==> src/rtl/bnn_pkg.sv <==
// Shared sizes and types for the binary network datapath.
// Conv2 produces an 11x11x16 binary map; pool2 reduces it to 5x5x16.
package bnn_pkg;
    localparam int CONV2_CH    = 16;
    localparam int CONV2_OUT_W = 11;
    localparam int CONV2_OUT_H = 11;
    localparam int POOL2_OUT_W = 5;
    localparam int POOL2_OUT_H = 5;

    typedef logic [CONV2_CH-1:0] conv2_vec_t;
endpackage

==> src/rtl/pool_row_buf.sv <==
// Holds the horizontally-ORed pairs of an even row until the odd row arrives.
// Write is registered, read is combinational so the pool output keeps 1-cycle latency.
module pool_row_buf #(
    parameter int DEPTH = 5,
    parameter int W     = 16,
    parameter int AW    = 3
) (
    input  logic          clk,
    input  logic          wr_en_i,
    input  logic [AW-1:0] wr_addr_i,
    input  logic [W-1:0]  wr_dat_i,
    input  logic [AW-1:0] rd_addr_i,
    output logic [W-1:0]  rd_dat_o
);
    // No reset: every entry is written during the even row before it is read.
    logic [W-1:0] mem_q [DEPTH];

    always_ff @(posedge clk) begin
        if (wr_en_i) begin
            mem_q[wr_addr_i] <= wr_dat_i;
        end
    end

    assign rd_dat_o = mem_q[rd_addr_i];
endmodule

==> src/rtl/conv2_pool.sv <==
// 2x2 stride-2 binary max-pool (per-channel OR) over the raster conv2 stream.
// One registered output per window, 1 cycle after its bottom-right beat; no backpressure.
module conv2_pool
    import bnn_pkg::*;
#(
    parameter int CH   = CONV2_CH,
    parameter int IN_W = CONV2_OUT_W,
    parameter int IN_H = CONV2_OUT_H
) (
    input  logic          clk,
    input  logic          rst,
    input  logic          valid_in_conv2,
    input  logic [CH-1:0] conv2_in,
    output logic [CH-1:0] pool_out,
    output logic          valid_out_pool,
    output logic          frame_done
);
    localparam int OUT_W = IN_W / 2;
    localparam int OUT_H = IN_H / 2;
    localparam int CW    = (IN_W > 1) ? $clog2(IN_W) : 1;
    localparam int RW    = (IN_H > 1) ? $clog2(IN_H) : 1;
    localparam int AW    = (OUT_W > 1) ? $clog2(OUT_W) : 1;

    logic [CW-1:0] col_q, col_d;
    logic [RW-1:0] row_q, row_d;
    logic [CH-1:0] h_q, h_d;
    logic [CH-1:0] pool_q, pool_d;
    logic          vld_q, vld_d;
    logic          done_q, done_d;

    logic          col_last, row_last, col_pair, row_pair;
    logic [CH-1:0] h_or, rb_rd_dat;
    logic [AW-1:0] rb_addr;
    logic          rb_wr_en;

    assign col_last = (col_q == CW'(IN_W - 1));
    assign row_last = (row_q == RW'(IN_H - 1));
    // One extra bit so 2*OUT_W still fits when IN_W is an exact power of two.
    assign col_pair = ({1'b0, col_q} < (CW + 1)'(2 * OUT_W));
    assign row_pair = ({1'b0, row_q} < (RW + 1)'(2 * OUT_H));
    assign h_or     = h_q | conv2_in;
    assign rb_addr  = AW'(col_q >> 1);

    pool_row_buf #(
        .DEPTH (OUT_W),
        .W     (CH),
        .AW    (AW)
    ) u_row_buf (
        .clk       (clk),
        .wr_en_i   (rb_wr_en),
        .wr_addr_i (rb_addr),
        .wr_dat_i  (h_or),
        .rd_addr_i (rb_addr),
        .rd_dat_o  (rb_rd_dat)
    );

    always_comb begin
        col_d    = col_q;
        row_d    = row_q;
        h_d      = h_q;
        pool_d   = '0;
        vld_d    = 1'b0;
        done_d   = 1'b0;
        rb_wr_en = 1'b0;
        if (valid_in_conv2) begin
            if (col_last) begin
                col_d = '0;
                if (row_last) begin
                    row_d  = '0;
                    done_d = 1'b1;
                end else begin
                    row_d = row_q + RW'(1);
                end
            end else begin
                col_d = col_q + CW'(1);
            end
            // Unpaired last column/row fall outside the pair window and are dropped.
            if (col_pair) begin
                if (!col_q[0]) begin
                    h_d = conv2_in;
                end else if (row_pair) begin
                    if (!row_q[0]) begin
                        rb_wr_en = 1'b1;
                    end else begin
                        pool_d = rb_rd_dat | h_or;
                        vld_d  = 1'b1;
                    end
                end
            end
        end
    end

    always_ff @(posedge clk) begin
        if (rst) begin
            col_q  <= '0;
            row_q  <= '0;
            h_q    <= '0;
            pool_q <= '0;
            vld_q  <= 1'b0;
            done_q <= 1'b0;
        end else begin
            col_q  <= col_d;
            row_q  <= row_d;
            h_q    <= h_d;
            pool_q <= pool_d;
            vld_q  <= vld_d;
            done_q <= done_d;
        end
    end

    assign pool_out       = pool_q;
    assign valid_out_pool = vld_q;
    assign frame_done     = done_q;
endmodule
==> config.mk <==
export PLATFORM = sky130hd
export DESIGN_NAME = conv2_pool
export DESIGN_NICKNAME = d
export VERILOG_FILES = /design/src/rtl/bnn_pkg.sv /design/src/rtl/pool_row_buf.sv /design/src/rtl/conv2_pool.sv
export SDC_FILE = /design/constraint.sdc
export NUM_CORES = 1
export LEC_CHECK = 0
export CORE_MARGIN = 10
export CORE_UTILIZATION = 46
export CTS_BUF_LIST = sky130_fd_sc_hd__clkbuf_8
export CTS_CLUSTER_SIZE = 20
export DETAILED_ROUTE_END_ITERATION = 10
export PLACE_DENSITY = 0.65
export SKIP_LAST_GASP = 1
export SLEW_MARGIN = 40
export SYNTH_ARGS = -nofsm -noshare
export SYNTH_HDL_FRONTEND = slang
export SYNTH_HIERARCHICAL = 1
export SYNTH_SLANG_ARGS = --single-unit
export TNS_END_PERCENT = 10
==> constraint.sdc <==
create_clock -name clk -period 5.3 [get_ports clk]
set_input_delay 1.325 -clock clk [delete_from_list [all_inputs] [get_ports clk]]
set_output_delay 1.325 -clock clk [all_outputs]
set_load 0.05 [all_outputs]
# Word level (Yosys, flattened, before mapping)
# Memories as Yosys holds them, arrays and structs flattened. A register that Yosys moved wholly into a read port is not among the register bits.
# Cells that the tools add are included.
# totals
register_bits,42
mem_bits_rw,80
in_bits,19
output_inout_bits,18
wordCells,39
n_memories,1
# mem_list
name,depth,word_bits,read_ports,rd_clocked_by_memory_dff,write_ports,line_no,text
u_row_buf.mem_q,5,16,1,1,1,pool_row_buf.sv:16,logic [W-1:0] mem_q [DEPTH];
# op_classes
n_addsub,2
order_cmp,2
n_eq_ne,2
mux,13
n_bitwise,8
n_reduce_logical,5
# op_table
cell,n
16-bit OR,2
1-bit 2-to-1 mux,9
"4-bit by 1-bit adder with 4-bit output, second input constant",2
"4-bit equality test, second input constant",2
"4-bit < comparator, second input constant",2
4-bit 2-to-1 mux,2
3-bit 2-to-1 mux,2
1-bit inverter,6
6-bit OR reduction,1
5-bit OR reduction,1
3-bit AND reduction,1
3-bit OR reduction,1
2-bit AND reduction,1

# Logic depth before layout (Yosys ltp)
# Gate-level depths: netlist (run 1).
# logic_depth
ltp_word,7
depth_mapped,8
mapped_depth_nobuf,5

# By module
# Netlist (run 1), hierarchy kept.
# by_module_without_submodules
mod,n_inst,cells_each,area_per_inst_um2,seq_area_each_um2
pool_row_buf,1,178,3181.8,2402.3
conv2_pool,1,205,1726.7,840.8

# Worst setup path after synthesis (run 1)
# OpenSTA, ideal clock, no wires.
# synth_timing
path_type,input to register
start,in valid_in_conv2
end,"mem u_row_buf.mem_q[0][0], enable pin"
setup_ps,436
t_arrival_ps,3658
t_required_ps,4864
path_slack_ps,1206
cell_stages,5
n_path_buf,1
cell_sequence,buf_2 > and2_1 > nand3_1 > nor2_1 > nor4b_1
# synth_via
elab_chain_cells,3
# synth_rtl
element,line_no,text
"start, declared",conv2_pool.sv:12,"input logic valid_in_conv2,"
1-bit 2-to-1 mux,conv2_pool.sv:65,if (valid_in_conv2) begin
named net rb_wr_en,conv2_pool.sv:34,logic rb_wr_en;
1-bit 2-to-1 mux,pool_row_buf.sv:19,if (wr_en_i) begin
1-bit 2-to-1 mux (not written as such),pool_row_buf.sv:20,mem_q[wr_addr_i] <= wr_dat_i;
"end, declared",pool_row_buf.sv:16,
# The timed path passes the listed nets, and every way through them passes these cells.

# Worst setup path in the final report (run 1)
# layout_timing
start,in valid_in_conv2
end,"mem u_row_buf.mem_q[1][8], enable pin"
# Same word-level chain as after synthesis.

==> impl_metrics.toml, run 1 <==
[synth]
synth.largest_area_cell = "edfxtp_1"
ys_async_sr_fraction = 0
yosysSeqAreaShare = 0.661
yosysMostFrequentCell = "edfxtp_1"
synth_commonest_cells = "edfxtp_1, dfxtp_1, nor2_1, nor2b_1, o21ai_0"
postSynthNetCount = 402
synth_top_area_share = 0.489
ys_top_cells_by_area = "edfxtp_1, dfxtp_1, mux2i_1"
yosys_warnings = 6
synth_edf_count = 80
ys.flop_type = "edfxtp_1"
synth-seq-cells = 122
syn_area_per_cell_um2 = 12.8
syn_inst = 383
synthesis.area_um2 = 4910
synthDistinctLibCells = 47

[sta]
max_freq_mhz = 292
worst_pin_slew_ns = 0.766
hold_violations = 0
slew_viol_final = 0
setup_viol = 0
clock_skew_ns = 0.0111
finalSetupTns_ns = 0
rsz0062_at_grt = "false"
fin_crit_sh = 0.646
period_minus_slack_ns = 3.43
worst_slack_ns = 1.87
slew_headroom = 0.488

[floorplanning]
initial_utilization = 0.473
die_h_um = 123
dieWidth_um = 123
rows = 37
die_area_um2 = 15200
coreArea_um2 = 10400
io_pins = 37

[clocking]
numCtsBuffers = 17
h-tree-depth = 4
post_cts_buffers = 0
cts_resized = 0
cts-hold-fix-buffers = 0
cts.clk_slew.worst_paths_ns = 0.06
clkLatencyLatePin_ns = 0.43
cts.sinks = 122
cts_max_path_buffers = 2
cts_tree = "yes"
cts_root_buffer = "clkbuf_8"

[drt]
drt-initial-drc-count = 145
wl_per_cell_um = 17.1
drt-pass1-iter-count = 5
drtAntennaViolNets = 0
highest_layer = "met4"
drt-total-wl_um = 9780
dr_wl_met2_um = 4640
viasPerCell = 5.29
drc = 0
wl_met1_um = 4670
vias = 3023
dr_wl_met3_um = 369

[finish]
area.growth.synth_to_final_pct = 19.3
postLayoutCellArea_um2 = 5860
drive_gt1_frac = 0.161
fillCellCount = 893
fin_util = 0.565
nets = 441
antenna_cells = 0

[worst_setup_path]
worst-path-max-fanout = 11
cp-start-kind = "input pin"
cp.arrival_ns = 3.55
endpoint_kind = "flip-flop"
cp.required_ns = 5.43
critPathKind = "in -> reg"

[grt]
overflow = 0
grt_max_degree = 63
track_usage = 0.135
grt_pass1_wl_um = 15800
grt_pass1_vias = 3048
antenna_found_initial = 0

[placement]
post-place-ws_ns = 1.42
dp_hpwl_um = 6310
place.port_buffers = 36
gp_congestion = 0.799
post_dp_cell_area_um2 = 5380

[outcome]
outcome = "finished clean"

[pwr]
power.total_uw = 2120
cellPowerDensity_nw_per_um2 = 362
leakage_uw = 0.00203
ir_drop_v = 0.000178

[job]
drv_cap = 0

[hold_path]
hp-class = "reg -> reg"
cells by family (layout without fill, tap and decap cells):
| logic type | after synthesis | count (layout) | synth area share |
|---|---|---|---|
| buf+inv | 43 | 95 | 0.0472 |
| flops | 122 | 122 | 0.661 |
| simple gates | 118 | 118 | 0.137 |
| compound gates | 83 | 83 | 0.121 |
| xor+xnor | 1 | 1 | 0.00178 |
| mux | 16 | 16 | 0.0326 |
per-stage QoR:
step	hold WS, ns	cells
CTS	0.471	571
floorplan	0.449	383
global placement	0.456	537
global route	0.506	571
finish	0.471	571
detailed placement	0.461	539
state kept, by name, indices dropped and copies added (netlist names):
signal           cells
row_q                4
h_q                 16
valid_out_pool       1
u_row_buf/mem_q     80
frame_done           1
pool_out            16
col_q                4
power by group:
part	leakage [uW]	switching, uW	internal [uW]	total (uW)
logic	0.000711	60.3	43.0	103
registers	0.00106	7.63	1030	1040
clock network	0.000255	343	636	980
total	0.00203	411	1710	2120
worst max-delay path, stage by stage:
cell	delay (ns)
clkdlybuf4s50_1	0.64
and2_1	0.24
nand3_1	0.08
nor2_1	0.27
nor4bb_4	0.70
buf_4	0.29
final cells by class:
cell class	count	area, um^2	share of cell area
clock buffer	20	275	0.0470
clock inverter	12	204	0.0348
inverter	20	75.1	0.0128
multi-input combinational	218	1480	0.252
sequential	122	3240	0.554
tap	136	170	0.0290
timing repair buffer	43	412	0.0703
final timing paths:
path	from	to	slack (ns)	depth (start not counted)
max	valid_in_conv2	u_row_buf/mem_q[1][8]$_DFFE_PP_	1.87	6
min	h_q[15]$_SDFFE_PP0P_	h_q[15]$_SDFFE_PP0P_	0.47	2
max reg2reg	col_q[2]$_SDFFE_PP0P_	u_row_buf/mem_q[1][8]$_DFFE_PP_	2.50	5
min reg2reg	h_q[15]$_SDFFE_PP0P_	h_q[15]$_SDFFE_PP0P_	0.47	2
per-layer routing:
| layer | GRT usage | vias to the layer above |
|---|---|---|
| met2 | 0.203 | 56 |
| met1 | 0.179 | 1472 |
| met3 | 0.0387 | 8 |
| met5 | 0 | - |
| met4 | 0.0575 | 0 |
| li1 | - | 1487 |
cell usage in the layout, fill, tap and decap left out, types with 4 or more instances in the layout:
| cell type | n |
|---|---|
| edfxtp_1 | 80 |
| dfxtp_1 | 41 |
| nor2_1 | 36 |
| clkdlybuf4s50_1 | 35 |
| inv_1 | 24 |
| o21ai_0 | 21 |
| nand3_1 | 20 |
| nor2b_1 | 20 |
| clkbuf_8 | 20 |
| a21oi_1 | 19 |
| or2_2 | 16 |
| mux2i_1 | 16 |
| a211oi_1 | 13 |
| a221oi_1 | 12 |
| bufinv_16 | 6 |
| buf_4 | 6 |
| a221oi_2 | 4 |
No activity file was read; power rests on OpenSTA's default activity.
==> inputs of run 2 (changes only) <==
--- a/config.mk
+++ b/config.mk
@@ -10,7 +10,7 @@
 export CTS_BUF_LIST = sky130_fd_sc_hd__clkbuf_8
 export CTS_CLUSTER_SIZE = 20
 export DETAILED_ROUTE_END_ITERATION = 10
-export PLACE_DENSITY = 0.65
+export PLACE_DENSITY = 0.68
 export SKIP_LAST_GASP = 1
 export SLEW_MARGIN = 40
 export SYNTH_ARGS = -nofsm -noshare
==> constraint.sdc (replaced) <==
create_clock -name clk -period 3.1 [get_ports clk]
set_input_delay 0.775 -clock clk [delete_from_list [all_inputs] [get_ports clk]]
set_output_delay 0.775 -clock clk [all_outputs]
set_load 0.05 [all_outputs]
==> run 2 against run 1 <==
  * First-iteration DRC count grew 41%
  * Non-clock buffer count grew 6
  * Combinational power grew 78%
  * Sequential power grew 71%
  * Power grew 61%
  * Global-route usage grew 0.26 points
  * Die area is the same
  * Sequential share of layout area grew 0.15 points
  * Via count grew 1.8%
  * Critical endpoint is now u_row_buf/mem_q[1][12]$_DFFE_PP_
  * Largest cell class unchanged
  * Largest power group unchanged
==> impl_metrics.toml, run 2 (synthesis gave the netlist of run 1 again) <==
[placement]
place.port_buffers = 36
post-place-ws_ns = 0.324
gp_congestion = 0.777
dp_hpwl_um = 6540
dp.cells = 545

[sta]
rsz0062_at_grt = "false"
hold_violations = 0
worst_slack_ns = 0.760
setup_viol = 0
slew_headroom = 0.475
slew_viol_final = 0
fin_crit_sh = 0.755
period_minus_slack_ns = 2.34
worst_pin_slew_ns = 0.788
max_freq_mhz = 427
clock_skew_ns = 0.00973

[hold_path]
hp-class = "reg -> reg"

[job]
drv_cap = 0

[clocking]
cts.clk_slew.worst_paths_ns = 0.07
numCtsBuffers = 17
cts_max_path_buffers = 2
cts_root_buffer = "clkbuf_8"
clkLatencyLatePin_ns = 0.43
cts.sinks = 122
cts-hold-fix-buffers = 0
cts_tree = "yes"
cts_resized = 0
h-tree-depth = 4
post_cts_buffers = 0

[worst_setup_path]
worst-path-max-fanout = 16
path_buf_inv = 2
cp.arrival_ns = 2.45
critPathTopFamily = "simple AND/OR/NAND/NOR gates"
cp-start-kind = "input pin"
cp.required_ns = 3.21
rrSetupSlack_ns = 0.93
endpoint_kind = "flip-flop"
cp_cell_sequence = "clkdlybuf4s50_1 -> and2_1 -> nand3_1 -> nor2_1 -> nor4bb_4 -> buf_4"
worst_path_max_delay_cell = "clkdlybuf4s50_1"
cp_slowest_stage_delay_ns = 0.47
critPathKind = "in -> reg"

[floorplanning]
initial_utilization = 0.473
die_h_um = 123
dieWidth_um = 123
coreArea_um2 = 10400
io_pins = 37
rows = 37
die_area_um2 = 15200

[finish]
mostFrequentLayoutCells = "edfxtp_1, dfxtp_1, nor2_1, clkdlybuf4s50_1"
instances_no_fill = 577
area.growth.synth_to_final_pct = 19.0
largest_reg_flops = 80
drive_gt1_frac = 0.177
nets = 447
antenna_cells = 0
largest-register = "u_row_buf/mem_q"
fin_util = 0.563
final_common_cell = "edfxtp_1"

[grt]
overflow = 0
grt_pass1_wl_um = 15900
grt_max_degree = 63
antenna_found_initial = 0
track_usage = 0.138
grt_pass1_vias = 3033

[pwr]
power.total_uw = 3410
ir_drop_v = 0.000252
leakage_uw = 0.00200
cellPowerDensity_nw_per_um2 = 584

[drt]
drt-total-wl_um = 9730
drt-pass1-iter-count = 4
drtAntennaViolNets = 0
drt-initial-drc-count = 204
wl_per_cell_um = 16.9
viasPerCell = 5.33
drc = 0
vias = 3077

[outcome]
outcome = "finished clean"
-- run 2: area by class of cell --
class | instances | area (um^2)
clock buffers | 18 | 248
repair buffers | 49 | 458
well taps | 136 | 170
flip-flops and latches | 122 | 3240
inverters | 20 | 75.1
fillers | 871 | 4530
clock inverters | 14 | 171
multi-input cells | 218 | 1480
-- run 2: per-stage QoR --
step                      instance area, um^2  hold slack (ns)  TNS (ns)
final                                    5840            0.470         0
after global routing                     5840            0.494         0
after CTS                                5840            0.473         0
after detailed placement                 5420            0.464         0
after global placement                   5420            0.456         0
after floorplan                          4910            0.449    -11.57
-- run 2: worst paths after layout --
path | from | end | cells past startpoint
max reg2reg | col_q[1]$_SDFFE_PP0P_ | u_row_buf/mem_q[1][12]$_DFFE_PP_ | 5
min reg2reg | h_q[10]$_SDFFE_PP0P_ | h_q[10]$_SDFFE_PP0P_ | 2
min | h_q[10]$_SDFFE_PP0P_ | h_q[10]$_SDFFE_PP0P_ | 2
max | valid_in_conv2 | u_row_buf/mem_q[1][12]$_DFFE_PP_ | 6
-- run 2: routing by layer --
layer / global-route usage / wire length (um) / share of wire
met1: 0.176 / 4480 / 0.46
met2: 0.209 / 4610 / 0.47
met5: 0 / 0 / 0
met3: 0.0465 / 508 / 0.052
met4: 0.0590 / 141 / 0.014
-- run 2: power by group --
group | leakage (uW) | switching, uW | total [uW] | internal, uW
clock network | 0.000195 | 637 | 1450 | 818
registers | 0.00106 | 12.5 | 1780 | 1760
logic | 0.000740 | 106 | 183 | 77.2
-- run 2: worst register-to-register path: stages, from the launching register on --
cell and delay [ns]:
dfxtp_2 0.34, o21ai_4 0.44, nand3_1 0.13, nor2_1 0.30
nor4bb_4 0.34, buf_4 0.30
